$ cat config.mk
export PLATFORM = sky130hd
export DESIGN_NAME = fixed_accumulator
export DESIGN_NICKNAME = d
export VERILOG_FILES = /design/src/rtl/affhl_pkg.sv /design/src/rtl/fixed_sat_add.sv /design/src/rtl/fixed_accumulator.sv
export SDC_FILE = /design/constraint.sdc
export NUM_CORES = 1
export LEC_CHECK = 0
export CAP_MARGIN = 10
export CORE_AREA = 2 2 130 183
export DETAILED_ROUTE_END_ITERATION = 6
export DIE_AREA = 0 0 132 185
export GPL_TIMING_DRIVEN = 0
export PLACE_DENSITY_LB_ADDON = 0.15
export SYNTH_ARGS = -nofsm -noshare
export SYNTH_HDL_FRONTEND = slang
export SYNTH_SLANG_ARGS = --single-unit
$ cat constraint.sdc
create_clock -name Clk -period 4.3 [get_ports Clk]
set_clock_uncertainty 0.05 [all_clocks]
set_input_delay 1.075 -clock Clk [delete_from_list [all_inputs] [get_ports Clk]]
set_output_delay 1.075 -clock Clk [all_outputs]
set_load 0.01 [all_outputs]
$ cat src/rtl/affhl_pkg.sv
// Shared defaults and state type for the fixed-point block accumulator.
package affhl_pkg;

  localparam int unsigned FixedSizeDef      = 64;
  localparam int unsigned RadixPointSizeDef = 6;
  localparam int unsigned LengthSizeDef     = 8;

  typedef enum logic [1:0] {
    StIdle,
    StAccum,
    StHold
  } state_e;

endpackage

$ cat src/rtl/fixed_sat_add.sv
// Signed W-bit adder; saturates and flags overflow when FIXED_ACCUMULATOR_SAT_EN is defined,
// otherwise wraps two's-complement with overflow tied low.
module fixed_sat_add #(
  parameter int unsigned W = 64
) (
  input  logic [W-1:0] a,
  input  logic [W-1:0] b,
  output logic [W-1:0] sum,
  output logic         overflow
);

`ifdef FIXED_ACCUMULATOR_SAT_EN
  logic [W:0] wide;
  logic       ovf;

  assign wide = {a[W-1], a} + {b[W-1], b};
  // Sign-extension bit disagreeing with the result MSB means the W-bit range was left.
  assign ovf  = wide[W] ^ wide[W-1];

  always_comb begin
    sum = wide[W-1:0];
    if (ovf) begin
      sum = wide[W] ? {1'b1, {(W-1){1'b0}}} : {1'b0, {(W-1){1'b1}}};
    end
  end

  assign overflow = ovf;
`else
  // Dropping the extension bit of the wide sum is plain W-bit wrap.
  assign sum      = a + b;
  assign overflow = 1'b0;
`endif

endmodule

$ cat src/rtl/fixed_accumulator.sv
// Sums blocks of InLength signed fixed-point samples and holds the result for the consumer.
// Saturating arithmetic is enabled by FIXED_ACCUMULATOR_SAT_EN (see fixed_sat_add).
module fixed_accumulator
  import affhl_pkg::*;
#(
  parameter int unsigned FIXEDSIZE      = FixedSizeDef,
  parameter int unsigned RADIXPOINTSIZE = RadixPointSizeDef,
  parameter int unsigned LENGTHSIZE     = LengthSizeDef
) (
  input  logic                      Clk,
  input  logic                      Rst,
  input  logic [FIXEDSIZE-1:0]      InFixed,
  input  logic [RADIXPOINTSIZE-1:0] InRadixPoint,
  input  logic [LENGTHSIZE-1:0]     InLength,
  input  logic                      InValid,
  output logic                      InReady,
  output logic [FIXEDSIZE-1:0]      OutFixed,
  output logic [RADIXPOINTSIZE-1:0] OutRadixPoint,
  output logic                      OutValid,
  input  logic                      OutReady,
  output logic                      OutOverflow,
  output logic                      OutRadixErr
);

  localparam int unsigned CntW = LENGTHSIZE + 1;

  state_e                    state_q, state_d;
  logic [FIXEDSIZE-1:0]      acc_q, acc_d;
  logic [CntW-1:0]           count_q, count_d;
  logic [CntW-1:0]           len_q, len_d;
  logic [RADIXPOINTSIZE-1:0] radix_q, radix_d;
  logic                      ovf_q, ovf_d;
  logic                      rerr_q, rerr_d;
  logic                      in_ready_q, in_ready_d;
  logic                      out_valid_q, out_valid_d;

  logic                      in_xfer, out_xfer;
  logic [FIXEDSIZE-1:0]      add_a, add_sum;
  logic                      add_ovf;
  logic [CntW-1:0]           len_in, count_inc;

  assign in_xfer   = InValid & in_ready_q;
  assign out_xfer  = out_valid_q & OutReady;
  assign add_a     = (state_q == StIdle) ? '0 : acc_q;
  // A zero length field encodes the full 2**LENGTHSIZE block.
  assign len_in    = (InLength == '0) ? (CntW'(1) << LENGTHSIZE) : {1'b0, InLength};
  assign count_inc = count_q + CntW'(1);

  fixed_sat_add #(
    .W (FIXEDSIZE)
  ) u_add (
    .a        (add_a),
    .b        (InFixed),
    .sum      (add_sum),
    .overflow (add_ovf)
  );

  always_comb begin
    state_d = state_q;
    acc_d   = acc_q;
    count_d = count_q;
    len_d   = len_q;
    radix_d = radix_q;
    ovf_d   = ovf_q;
    rerr_d  = rerr_q;
    unique case (state_q)
      StIdle: begin
        if (in_xfer) begin
          acc_d   = add_sum;
          radix_d = InRadixPoint;
          len_d   = len_in;
          count_d = CntW'(1);
          ovf_d   = 1'b0;
          rerr_d  = 1'b0;
          state_d = (len_in == CntW'(1)) ? StHold : StAccum;
        end
      end
      StAccum: begin
        if (in_xfer) begin
          acc_d   = add_sum;
          count_d = count_inc;
          ovf_d   = ovf_q | add_ovf;
          rerr_d  = rerr_q | (InRadixPoint != radix_q);
          state_d = (count_inc == len_q) ? StHold : StAccum;
        end
      end
      StHold: begin
        if (out_xfer) begin
          state_d = StIdle;
        end
      end
      default: state_d = StIdle;
    endcase
    in_ready_d  = (state_d != StHold);
    out_valid_d = (state_d == StHold);
  end

  always_ff @(posedge Clk) begin
    if (Rst) begin
      state_q     <= StIdle;
      acc_q       <= '0;
      count_q     <= '0;
      len_q       <= '0;
      radix_q     <= '0;
      ovf_q       <= 1'b0;
      rerr_q      <= 1'b0;
      in_ready_q  <= 1'b1;
      out_valid_q <= 1'b0;
    end else begin
      state_q     <= state_d;
      acc_q       <= acc_d;
      count_q     <= count_d;
      len_q       <= len_d;
      radix_q     <= radix_d;
      ovf_q       <= ovf_d;
      rerr_q      <= rerr_d;
      in_ready_q  <= in_ready_d;
      out_valid_q <= out_valid_d;
    end
  end

  assign InReady       = in_ready_q;
  assign OutValid      = out_valid_q;
  assign OutFixed      = acc_q;
  assign OutRadixPoint = radix_q;
  assign OutOverflow   = ovf_q;
  assign OutRadixErr   = rerr_q;

endmodule

# --- Yosys cells after proc, flatten, opt, wreduce, memory -nomap -nowiden ---
# Cells that the tools add are included.
word_totals:
  reg_bits: 93
  out_inout_bits: 74
  elab_cells: 43
op_classes:
  n_bitwise: 3
  n_addsub: 2
  reduce_logical: 7
  n_mux: 14
  eq_ne: 9
op_table:
  columns: ["operator", "n"]
  rows:
  - ["$add 64x64->64", 1]
  - ["$mux 64", 1]
  - ["$mux 9", 3]
  - ["$pmux 9 s2", 1]
  - ["$mux 2", 5]
  - ["$add 9x1->9 const B", 1]
  - ["$eq 9x1->1 const B", 1]
  - ["$eq 9x9->1", 1]
  - ["$logic_not 8->1", 1]
  - ["$ne 2x2->1 const B", 3]
  - ["$ne 6x6->1", 1]
  - ["$pmux 2 s3", 1]
  - ["$eq 2x2->1 const B", 2]
  - ["$reduce_and 2->1", 2]
  - ["$reduce_and 3->1", 1]
  - ["$and 1x1->1", 2]
  - ["$eq 2x1->1 const B", 1]
  - ["$logic_not 2->1", 1]
  - ["$mux 1", 2]
  - ["$pmux 1 s2", 1]
  - ["$reduce_bool 2->1", 1]
  - ["$reduce_or 2->1", 1]
  - ["$or 1x1->1", 1]

# --- Depth between registers and ports, before layout ---
# Gate-level depths: netlist of run 1.
logic_depth:
  ltp_word: 7
  depth_mapped: 15
  depth_no_buf: 14

# --- Hierarchy ---
# Synthesis of run 1 repeated with hierarchy kept, for this count alone.
unflattened:
  hier_cells: 1076
  hier_area_um2: 7721.2
by_module_without_submodules:
  columns: ["mod", "n_inst", "area_per_inst_um2", "cells_each"]
  rows:
  - ["fixed_accumulator", 1, 4068.9, 537]
  - ["fixed_sat_add", 1, 3652.3, 539]

# --- Worst setup path after synthesis of run 1 ---
# No wires, ideal clock.
synth_path:
  path_kind: "input -> register"
  from: "in InFixed[0]"
  to: "reg acc_q[40] (netlist: OutFixed[40])"
  setup_slack_ns: 0.589
  stages: 12
  arrival_ns: 3.599
  required_ns: 4.188
  setup_ns: 0.062
  path_buffers: 0
  cell_sequence: "ha_1 > fa_1 > a21oi_1 > o21ai_1 > o211ai_1 > nand2_1 > a21oi_1 > o21ai_1 > a21boi_1 > o21ai_0 > or4b_1 > nand3_1"
synth_between:
  elab_chain_len: 1
synth_rtl:
  columns: ["item", "line_no", "text"]
  rows:
  - ["start: declaration", "fixed_accumulator.sv:12", "input logic [FIXEDSIZE-1:0] InFixed,"]
  - ["$add 64x64->64", "fixed_sat_add.sv:30", "assign sum = a + b;"]
  - ["end signal: assignment", "fixed_accumulator.sv:101", "acc_q <= '0;"]
  - ["end signal: assignment", "fixed_accumulator.sv:111", "acc_q <= acc_d;"]
  - ["end: declaration", "fixed_accumulator.sv:28", "logic [FIXEDSIZE-1:0] acc_q, acc_d;"]
# No other way between the ends.
# A chain may end at the register's enable or synchronous reset.

# --- Final worst setup path of run 1 ---
layout_path:
  from: "in InFixed[0]"
  to: "reg acc_q[34] (netlist: OutFixed[34])"
# The elaborated chain is that of the path after synthesis.

==> impl_metrics.tcl, run 1 <==
set metrics [dict create \
    synth_top_area_share_pct 23.6 \
    post_synth.cell_area_avg_um2 7.26 \
    synth_largest_area_cell "sky130_fd_sc_hd__dfxtp_1" \
    outcome "finished clean" \
    clockBufferDepth 2 \
    pwr_dens_nw_per_um2 323 \
    grt_pass1_vias 8072 \
    ys.warnings.count 0 \
    routed_wirelength_um 26900 \
    pin_count_of_the_biggest_net_entering_global_routing 15 \
    drt-pass1-iter-count 7 \
    grt-ovfl-total 0 \
    htree_levels 3 \
    clock_sinks 93 \
    timing.critical_path.from_type "primary input" \
    final_period_minus_worst_setup_slack_ns 4.16 \
    cellLeakagePower_nw 4.22 \
    finalPower_w 0.00330 \
    finish.net_count 1404 \
    cts_made_buffers 9 \
    syn-instance-count 1086 \
    cts_tree "done" \
    synth-seq-cells 93 \
    worst_slew_pin_slew_ns 0.833 \
    clk_root_buffer_cell "sky130_fd_sc_hd__clkbuf_16" \
    port_buffers 153 \
    detailedRoute.firstIterationViolations 543 \
    max_cap_violations 0 \
    cp_slowest_stage_delay_ns 0.45 \
    layout-drive-gt1-share_pct 5.15 \
    die_area_um2 24400 \
    core_area_um2 22900 \
    netlist-cell-type-count 78 \
    synthToLayoutAreaGrowth_pct 29.8 \
    grt_pass1_wl_um 42700 \
    clkLatencyLatePin_ns 0.36 \
    synth.area.top_cells "sky130_fd_sc_hd__dfxtp_1 (24%), sky130_fd_sc_hd__ha_1 (10%), sky130_fd_sc_hd__a21oi_1 (9.5%), sky130_fd_sc_hd__nand2_1 (8.8%), sky130_fd_sc_hd__nor2b_1 (5.6%)" \
    vdd_drop_max_mv 0.195 \
    diode_insertion_count_for_antenna_repair 0 \
    part_of_the_yosys_area_used_for_sequential_elements_pct 23.6 \
    boundaryPins 156 \
    avgRoutedWirePerCell_um 17.1 \
    gp_congestion 0.933 \
    cell_chain_critical_path "clkdlybuf4s50_1 > ha_1 > fa_1 > a21oi_2 > o21ai_1 > o211ai_1 > buf_4 > nand3_1 > a311oi_4 > o21bai_1 > a221o_1 > a21oi_1 > xnor2_1 > a22o_1" \
    min_period_over_period_pct 96.8 \
    vias_per_cell 5.30 \
    critPathMaxFanout 3 \
    netlist_top_cells_count "sky130_fd_sc_hd__nand2_1 (184), sky130_fd_sc_hd__a21oi_1 (149), sky130_fd_sc_hd__dfxtp_1 (93), sky130_fd_sc_hd__nor2b_1 (70), sky130_fd_sc_hd__ha_1 (64)" \
    synth_nets 1233 \
    detail-route-antenna-nets 0 \
    worstPathRequired_ns 4.50 \
    antenna_found_initial 0 \
    final-max-slew-violation-count 0 \
    totalNegativeSetupSlack_ns 0 \
    synth-edff-count 0 \
    drc 0 \
    maxClockFrequency_mhz 240 \
    setup.worst_path.class "in -> reg" \
    setup_violations 0 \
    starting_density_of_the_core_pct 34.5 \
    synthesis.area_um2 7890 \
    globalRouteTotalUtil_pct 21.9 \
    die_x_um 132 \
    final-instance-count-excl-fill 1568 \
    total_via_count_in_the_routed_design 8314 \
    critPathArrivalTime_ns 4.37 \
    place.detailed.instances 1545 \
    path_clk_slew_ns 0.07 \
    dominantRegCellSynth "sky130_fd_sc_hd__dfxtp_1" \
    postSynth.asyncResetShare_pct 0 \
    leading_cell_type_by_number_of_instances_after_synthesis "sky130_fd_sc_hd__nand2_1" \
    cp_capture_type "flip-flop" \
    place_hpwl_um 21100 \
    report.final.hold_viol_count 0 \
    cts_hold_repair.buffers 0 \
    critical_path.slowest_cell "sky130_fd_sc_hd__fa_1" \
    placementRows 66 \
    hold_path_class "reg -> reg" \
    die_height_um 185 \
    timing.max_slew.rel_slack_pct 44.5 \
]
==> state kept, by name, indices dropped and copies added, names as in the netlist <==
signal         cells
InReady            1
len_q              9
OutFixed          64
OutRadixErr        1
state_q            2
OutRadixPoint      6
count_q            9
OutValid           1
==> metrics by stage <==
| stage | util, % | hold WS, ns | setup WS, ns | area [um^2] |
|---|---|---|---|---|
| 2_1_floorplan | - | 0.398 | 0.589 | 7890 |
| 3_3_place_gp | 42.8 | 0.403 | -0.768 | 9800 |
| 3_5_place_dp | 42.8 | 0.404 | -0.755 | 9800 |
| 4_1_cts | 44.4 | 0.417 | 0.0361 | 10200 |
| 5_1_grt | 44.7 | 0.434 | -0.00674 | 10200 |
| 6_report | 44.7 | 0.412 | 0.137 | 10200 |
==> where the power goes <==
| part | total [W] | switching [W] | internal [W] |
|---|---|---|---|
| clock | 0.000881 | 0.000378 | 0.000503 |
| sequential | 0.00106 | 0.0000888 | 0.000966 |
| combinational | 0.00137 | 0.000771 | 0.000597 |
| total | 0.00330 | 0.00124 | 0.00207 |
==> final timing paths <==
| kind | startpoint | end | slack (ns) | cells after the start |
|---|---|---|---|---|
| min | OutFixed[32] | OutFixed[32] | 0.41 | 2 |
| max | InFixed[0] | OutFixed[34] | 0.14 | 14 |
| min reg2reg | OutFixed[32] | OutFixed[32] | 0.41 | 2 |
| max reg2reg | state_q[1] | OutFixed[60] | 0.29 | 14 |
==> layout make-up <==
cell class	instances	area (um^2)
Multi-Input combinational cell	910	5740
Fill cell	2433	12600
Sequential cell	93	1860
Inverter	17	63.8
Tap cell	306	383
Buffer	66	274
Clock inverter	2	38.8
Timing Repair Buffer	160	1600
Clock buffer	14	274
==> cells in the final DEF (no fill, tap or decap), types with 6 or more instances in the layout <==
cell type	Yosys	layout
sky130_fd_sc_hd__nand2_1	184	184
sky130_fd_sc_hd__clkdlybuf4s50_1	0	153
sky130_fd_sc_hd__a21oi_1	149	147
sky130_fd_sc_hd__dfxtp_1	93	93
sky130_fd_sc_hd__nor2b_1	70	70
sky130_fd_sc_hd__ha_1	64	64
sky130_fd_sc_hd__nor2_1	61	60
sky130_fd_sc_hd__clkbuf_1	51	49
sky130_fd_sc_hd__xnor2_1	41	41
sky130_fd_sc_hd__a21o_1	40	40
sky130_fd_sc_hd__o21ai_0	34	34
sky130_fd_sc_hd__nand3_1	29	29
sky130_fd_sc_hd__nor3_1	27	27
sky130_fd_sc_hd__xor2_1	26	26
sky130_fd_sc_hd__inv_1	17	17
sky130_fd_sc_hd__and3_1	15	15
sky130_fd_sc_hd__nand4_1	13	13
sky130_fd_sc_hd__o21bai_1	13	13
sky130_fd_sc_hd__a31oi_1	13	12
sky130_fd_sc_hd__o21ai_1	10	10
sky130_fd_sc_hd__o21a_1	9	9
sky130_fd_sc_hd__clkbuf_16	0	9
sky130_fd_sc_hd__a211oi_1	9	8
sky130_fd_sc_hd__buf_2	7	7
sky130_fd_sc_hd__buf_4	1	7
sky130_fd_sc_hd__nor4_1	6	6
==> repair_timing <==
action | in CTS | in global routing
pin swaps | 0 | 4
gates resized for setup | 11 | 3
setup buffers | 0 | 7
cloned | 0 | 0
setup endpoints to repair | 35 | 9
==> critical path: cells and delay by family <==
family / cells / cell delay [ns]
AND/OR/NAND/NOR: 1 / 0.19
adder cells (fa/ha/maj): 2 / 0.70
XOR/XNOR: 1 / 0.09
buffers and inverters: 2 / 0.56
AO/OA/AOI/OAI: 8 / 1.74
==> kinds of logic (layout without fill, tap and decap cells) <==
logic type                 after synthesis  in the layout  synth area share (%)
DFF                                     93             93                  23.6
adders and majority gates               65             65                  10.4
xor gates and xnor gates                67             67                  7.44
AOI/OAI and AO/OA                      340            340                  27.6
muxes                                    3              3                 0.381
other                                    1              1                0.0476
and+or+nand+nor                        434            434                  26.3
buffers and inverters                   83            259                  4.22
==> per-layer routing <==
layer	global-route usage, %	part of all wire [%]	wire (um)
met1	27.2	45	12000
met2	39.4	49	13200
met3	2.79	3.7	984
met4	6.87	2.3	606
met5	0	0	0
Power figures use the tool's default switching activity.
==> inputs of run 2 (changes only) <==
Settings changed: SKIP_CTS_REPAIR_TIMING set to 1.
==> impl_metrics.tcl, run 2 (synthesis results as in run 1) <==
set metrics [dict create \
    cts_tree "done" \
    pin_count_of_the_biggest_net_entering_global_routing 15 \
    grt_pass1_wl_um 42700 \
    worst-path-buf-inv 2 \
    crit_family "compound AO/OA/AOI/OAI gates" \
    layout.filler_cells 2434 \
    vdd_drop_max_mv 0.192 \
    finish.net_count 1404 \
    max_cap_violations 0 \
    globalRouteTotalUtil_pct 21.9 \
    die_area_um2 24400 \
    totalNegativeSetupSlack_ns 0 \
    synthToLayoutAreaGrowth_pct 29.8 \
    cp_slowest_stage_delay_ns 0.45 \
    finalPower_w 0.00331 \
    boundaryPins 156 \
    htree_levels 3 \
    min_period_over_period_pct 96.8 \
    clock_sinks 93 \
    critPathArrivalTime_ns 4.36 \
    antenna_found_initial 0 \
    placementRows 66 \
    final-seq-area_um2 1860 \
    detailedRoute.firstIterationViolations 486 \
    hold_path_class "reg -> reg" \
    maxClockFrequency_mhz 240 \
    diode_insertion_count_for_antenna_repair 0 \
    place_hpwl_um 21100 \
    total_via_count_in_the_routed_design 8308 \
    setup.worst_path.class "in -> reg" \
    timing.critical_path.from_type "primary input" \
    die_x_um 132 \
    worstPathRequired_ns 4.50 \
    avgRoutedWirePerCell_um 17.2 \
    largest_reg_flops 64 \
    clkPwrFrac_pct 26.7 \
    routed_wirelength_um 26900 \
    critPathMaxFanout 3 \
    layout_setup_ws_ns 0.136 \
    cell_internal_pwr_w 0.00207 \
    port_buffers 153 \
    grt-ovfl-total 0 \
    combinational_power_share_pct 41.4 \
    most-common-layout-cells "sky130_fd_sc_hd__nand2_1 (184), sky130_fd_sc_hd__clkdlybuf4s50_1 (153), sky130_fd_sc_hd__a21oi_1 (147), sky130_fd_sc_hd__dfxtp_1 (93), sky130_fd_sc_hd__nor2b_1 (70)" \
    cts_made_buffers 9 \
    cp_capture_type "flip-flop" \
    cellLeakagePower_nw 4.22 \
    starting_density_of_the_core_pct 34.5 \
    timing.max_slew.rel_slack_pct 45.0 \
    critical_path.slowest_cell "sky130_fd_sc_hd__fa_1" \
    place.detailed.instances 1545 \
    vias_per_cell 5.30 \
    drc 0 \
    layout-drive-gt1-share_pct 5.15 \
    dp_worst_setup_slack_ns -0.755 \
    detail-route-antenna-nets 0 \
    clockBufferDepth 2 \
    report.final.hold_viol_count 0 \
    clk_root_buffer_cell "sky130_fd_sc_hd__clkbuf_16" \
    die_height_um 185 \
    gp_congestion 0.933 \
    final_period_minus_worst_setup_slack_ns 4.16 \
    final-instance-count-excl-fill 1568 \
    outcome "finished clean" \
    pwr_dens_nw_per_um2 323 \
    setup_violations 0 \
    clkLatencyLatePin_ns 0.36 \
    final.hold.worst_slack_ns 0.413 \
    grt_pass1_vias 8067 \
    p_switching_w 0.00124 \
    multi_input_comb_area_um2 5750 \
    layout_commonest_cell "sky130_fd_sc_hd__nand2_1" \
    power.share.sequential_pct 31.9 \
    cell_chain_critical_path "clkdlybuf4s50_1 > ha_1 > fa_1 > a21oi_2 > o21ai_1 > o211ai_1 > buf_4 > nand3_1 > a311oi_4 > o21bai_1 > a221o_1 > a21oi_1 > xnor2_1 > a22o_1" \
    final-max-slew-violation-count 0 \
    worst_slew_pin_slew_ns 0.825 \
    netSwitchingFraction_pct 37.5 \
    drt-pass1-iter-count 5 \
    core_area_um2 22900 \
    path_clk_slew_ns 0.07 \
]
==> run 2: cell count changes in the layout (fill, tap and decap cells not counted) <==
cell / delta
sky130_fd_sc_hd__a2111oi_0: -1
sky130_fd_sc_hd__a2111oi_1: +1
==> run 2: final timing paths <==
| kind | from | to | slack, ns | cells after the start |
|---|---|---|---|---|
| min reg2reg | OutFixed[32] | OutFixed[32] | 0.41 | 2 |
| max reg2reg | state_q[1] | OutFixed[60] | 0.27 | 14 |
| min | OutFixed[32] | OutFixed[32] | 0.41 | 2 |
| max | InFixed[0] | OutFixed[34] | 0.14 | 14 |
==> run 2: through the flow <==
step / util [%] / cell area [um^2]
6_report: 44.8 / 10200
3_3_place_gp: 42.8 / 9800
4_1_cts: 44.2 / 10100
2_1_floorplan: - / 7890
5_1_grt: 44.8 / 10200
3_5_place_dp: 42.8 / 9800
==> run 2: layer usage <==
| layer | wire (um) | GRT usage (%) | share of wire, % | up-vias |
|---|---|---|---|---|
| met1 | 12000 | 27.2 | 44 | 3832 |
| met2 | 13400 | 39.5 | 50 | 200 |
| li1 | - | - | - | 4247 |
| met5 | 0 | 0 | 0 | - |
| met3 | 1040 | 2.76 | 3.9 | 29 |
| met4 | 501 | 6.70 | 1.9 | 0 |
==> run 2: worst reg2reg max path: cells and delay by family (launching register included) <==
kind	cells	cell delay, ns
AOI/OAI and AO/OA	5	1.28
and+or+nand+nor	5	1.12
buffers and inverters	3	0.87
DFF	1	0.37
adders and majority gates	1	0.28
==> run 2: cell type report <==
cell class | count | share of cell area, %
Buffer | 66 | 2.68
Clock buffer | 14 | 2.68
Clock inverter | 2 | 0.379
Inverter | 17 | 0.623
Multi-Input combinational cell | 910 | 56.1
Sequential cell | 93 | 18.2
Tap cell | 306 | 3.74
Timing Repair Buffer | 160 | 15.6
==> run 2: power by group through the flow <==
stage	registers, W	logic [W]	clock network, W
global placement	0.00107	0.00134	0
CTS	0.00106	0.00135	0.000901
floorplan	0.00109	0.000776	0
global route	0.00107	0.00151	0.000940
detailed placement	0.00107	0.00134	0
finish	0.00105	0.00137	0.000883
==> inputs of run 3 (changes only) <==
Settings changed: TNS_END_PERCENT set to 5.
==> impl_metrics.tcl, run 3 (synthesis results as in run 1) <==
set metrics [dict create \
    cp_capture_type "flip-flop" \
    clockBufferDepth 2 \
    detail-route-antenna-nets 0 \
    maxClockFrequency_mhz 237 \
    grt-ovfl-total 0 \
    cp_slowest_stage_delay_ns 0.43 \
    path_clk_slew_ns 0.07 \
    timing.critical_path.from_type "primary input" \
    final_period_minus_worst_setup_slack_ns 4.22 \
    port_buffers 153 \
    die_height_um 185 \
    vdd_drop_max_mv 0.193 \
    avgRoutedWirePerCell_um 17.2 \
    cellLeakagePower_nw 4.19 \
    final_core_util_pct 44.6 \
    drc 0 \
    finish.net_count 1400 \
    die_area_um2 24400 \
    final-max-slew-violation-count 0 \
    timing.max_slew.rel_slack_pct 45.1 \
    starting_density_of_the_core_pct 34.5 \
    layout-drive-gt1-share_pct 4.77 \
    multi_input_comb_area_um2 5740 \
    cts_tree "done" \
    core_area_um2 22900 \
    diode_insertion_count_for_antenna_repair 0 \
    pwr_dens_nw_per_um2 323 \
    worst_path_most_repeated_cell "sky130_fd_sc_hd__a21oi_1" \
    clkLatencyLatePin_ns 0.36 \
    globalRouteTotalUtil_pct 21.9 \
    synthToLayoutAreaGrowth_pct 29.3 \
    critPathArrivalTime_ns 4.42 \
    grt_pass1_vias 8067 \
    setup.worst_path.class "in -> reg" \
    setup_repair_after_global_routing_missed_its_margin "true" \
    largest_reg_flops 64 \
    report.final.hold_viol_count 0 \
    clock_sinks 93 \
    placementRows 66 \
    cell_chain_critical_path "clkdlybuf4s50_1 > ha_1 > fa_1 > a21oi_1 > o21ai_1 > o211ai_1 > buf_4 > nand3_1 > a311oi_4 > o21bai_1 > a221o_1 > a21oi_1 > xnor2_1 > a22o_1" \
    final.hold.worst_slack_ns 0.413 \
    clk_root_buffer_cell "sky130_fd_sc_hd__clkbuf_16" \
    min_period_over_period_pct 98.1 \
    antenna_found_initial 0 \
    total_via_count_in_the_routed_design 8322 \
    setup_violations 0 \
    boundaryPins 156 \
    place_hpwl_um 21100 \
    pin_count_of_the_biggest_net_entering_global_routing 15 \
    htree_levels 3 \
    critPathMaxFanout 3 \
    totalNegativeSetupSlack_ns 0 \
    die_x_um 132 \
    critical_path.slowest_cell "sky130_fd_sc_hd__fa_1" \
    vias_per_cell 5.32 \
    final-seq-area_um2 1860 \
    ff2ff_setup_slack_ns 0.19 \
    layout.filler_cells 2441 \
    most-common-layout-cells "sky130_fd_sc_hd__nand2_1 (184), sky130_fd_sc_hd__clkdlybuf4s50_1 (153), sky130_fd_sc_hd__a21oi_1 (148), sky130_fd_sc_hd__dfxtp_1 (93), sky130_fd_sc_hd__nor2b_1 (70)" \
    layout_commonest_cell "sky130_fd_sc_hd__nand2_1" \
    gp_congestion 0.933 \
    worst_slew_pin_slew_ns 0.824 \
    detailedRoute.firstIterationViolations 607 \
    finalPower_w 0.00329 \
    hold_path_class "reg -> reg" \
    routed_wirelength_um 26900 \
    outcome "finished clean" \
    max_cap_violations 0 \
    cts_made_buffers 9 \
    grt_pass1_wl_um 42700 \
    drt-pass1-iter-count 5 \
    worstPathRequired_ns 4.50 \
]
==> run 3: changes by cell type in the layout (fill, tap and decap cells not counted), sizes merged <==
cell,before,now
buf,21,20
clkbuf,66,63
==> run 3: through the flow <==
| stage | instance area [um^2] | setup WS, ns | std cells |
|---|---|---|---|
| 5_1_grt | 10200 | -0.0395 | 1564 |
| 2_1_floorplan | 7890 | 0.589 | 1086 |
| 6_report | 10200 | 0.0800 | 1564 |
| 3_3_place_gp | 9800 | -0.768 | 1545 |
| 3_5_place_dp | 9800 | -0.755 | 1545 |
| 4_1_cts | 10100 | -0.789 | 1561 |
==> run 3: power breakdown <==
part | switching [W] | internal [W]
clock | 0.000377 | 0.000503
sequential | 0.0000887 | 0.000966
combinational | 0.000770 | 0.000585
==> run 3: area by class of cell <==
class,instances,area share [%]
tap,306,3.76
buffer,66,2.71
clock inverter,2,0.381
sequential,93,18.3
multi-input combinational,910,56.3
timing repair buffer,156,15.2
inverter,17,0.626
clock buffer,14,2.69
==> run 3: routing by layer <==
metal / GRT usage (%) / vias up / wire length, um
li1: - / 4240 / -
met4: 6.70 / 0 / 528
met2: 39.5 / 203 / 13400
met3: 2.76 / 33 / 994
met5: 0 / - / 0
met1: 27.2 / 3846 / 12000
==> run 3: worst paths after layout <==
kind / end / from / depth (start not counted)
setup / recovery: OutFixed[34] / InFixed[0] / 14
hold / removal: OutFixed[8] / OutFixed[8] / 2
setup reg to reg: OutFixed[60] / state_q[1] / 13
hold reg to reg: OutFixed[8] / OutFixed[8] / 2
==> run 3: critical path: cells and delay by family <==
family,cells,cell delay [ns]
adders and majority gates,2,0.68
buffers and inverters,2,0.58
xor gates and xnor gates,1,0.09
and+or+nand+nor,1,0.20
AOI/OAI and AO/OA,8,1.80
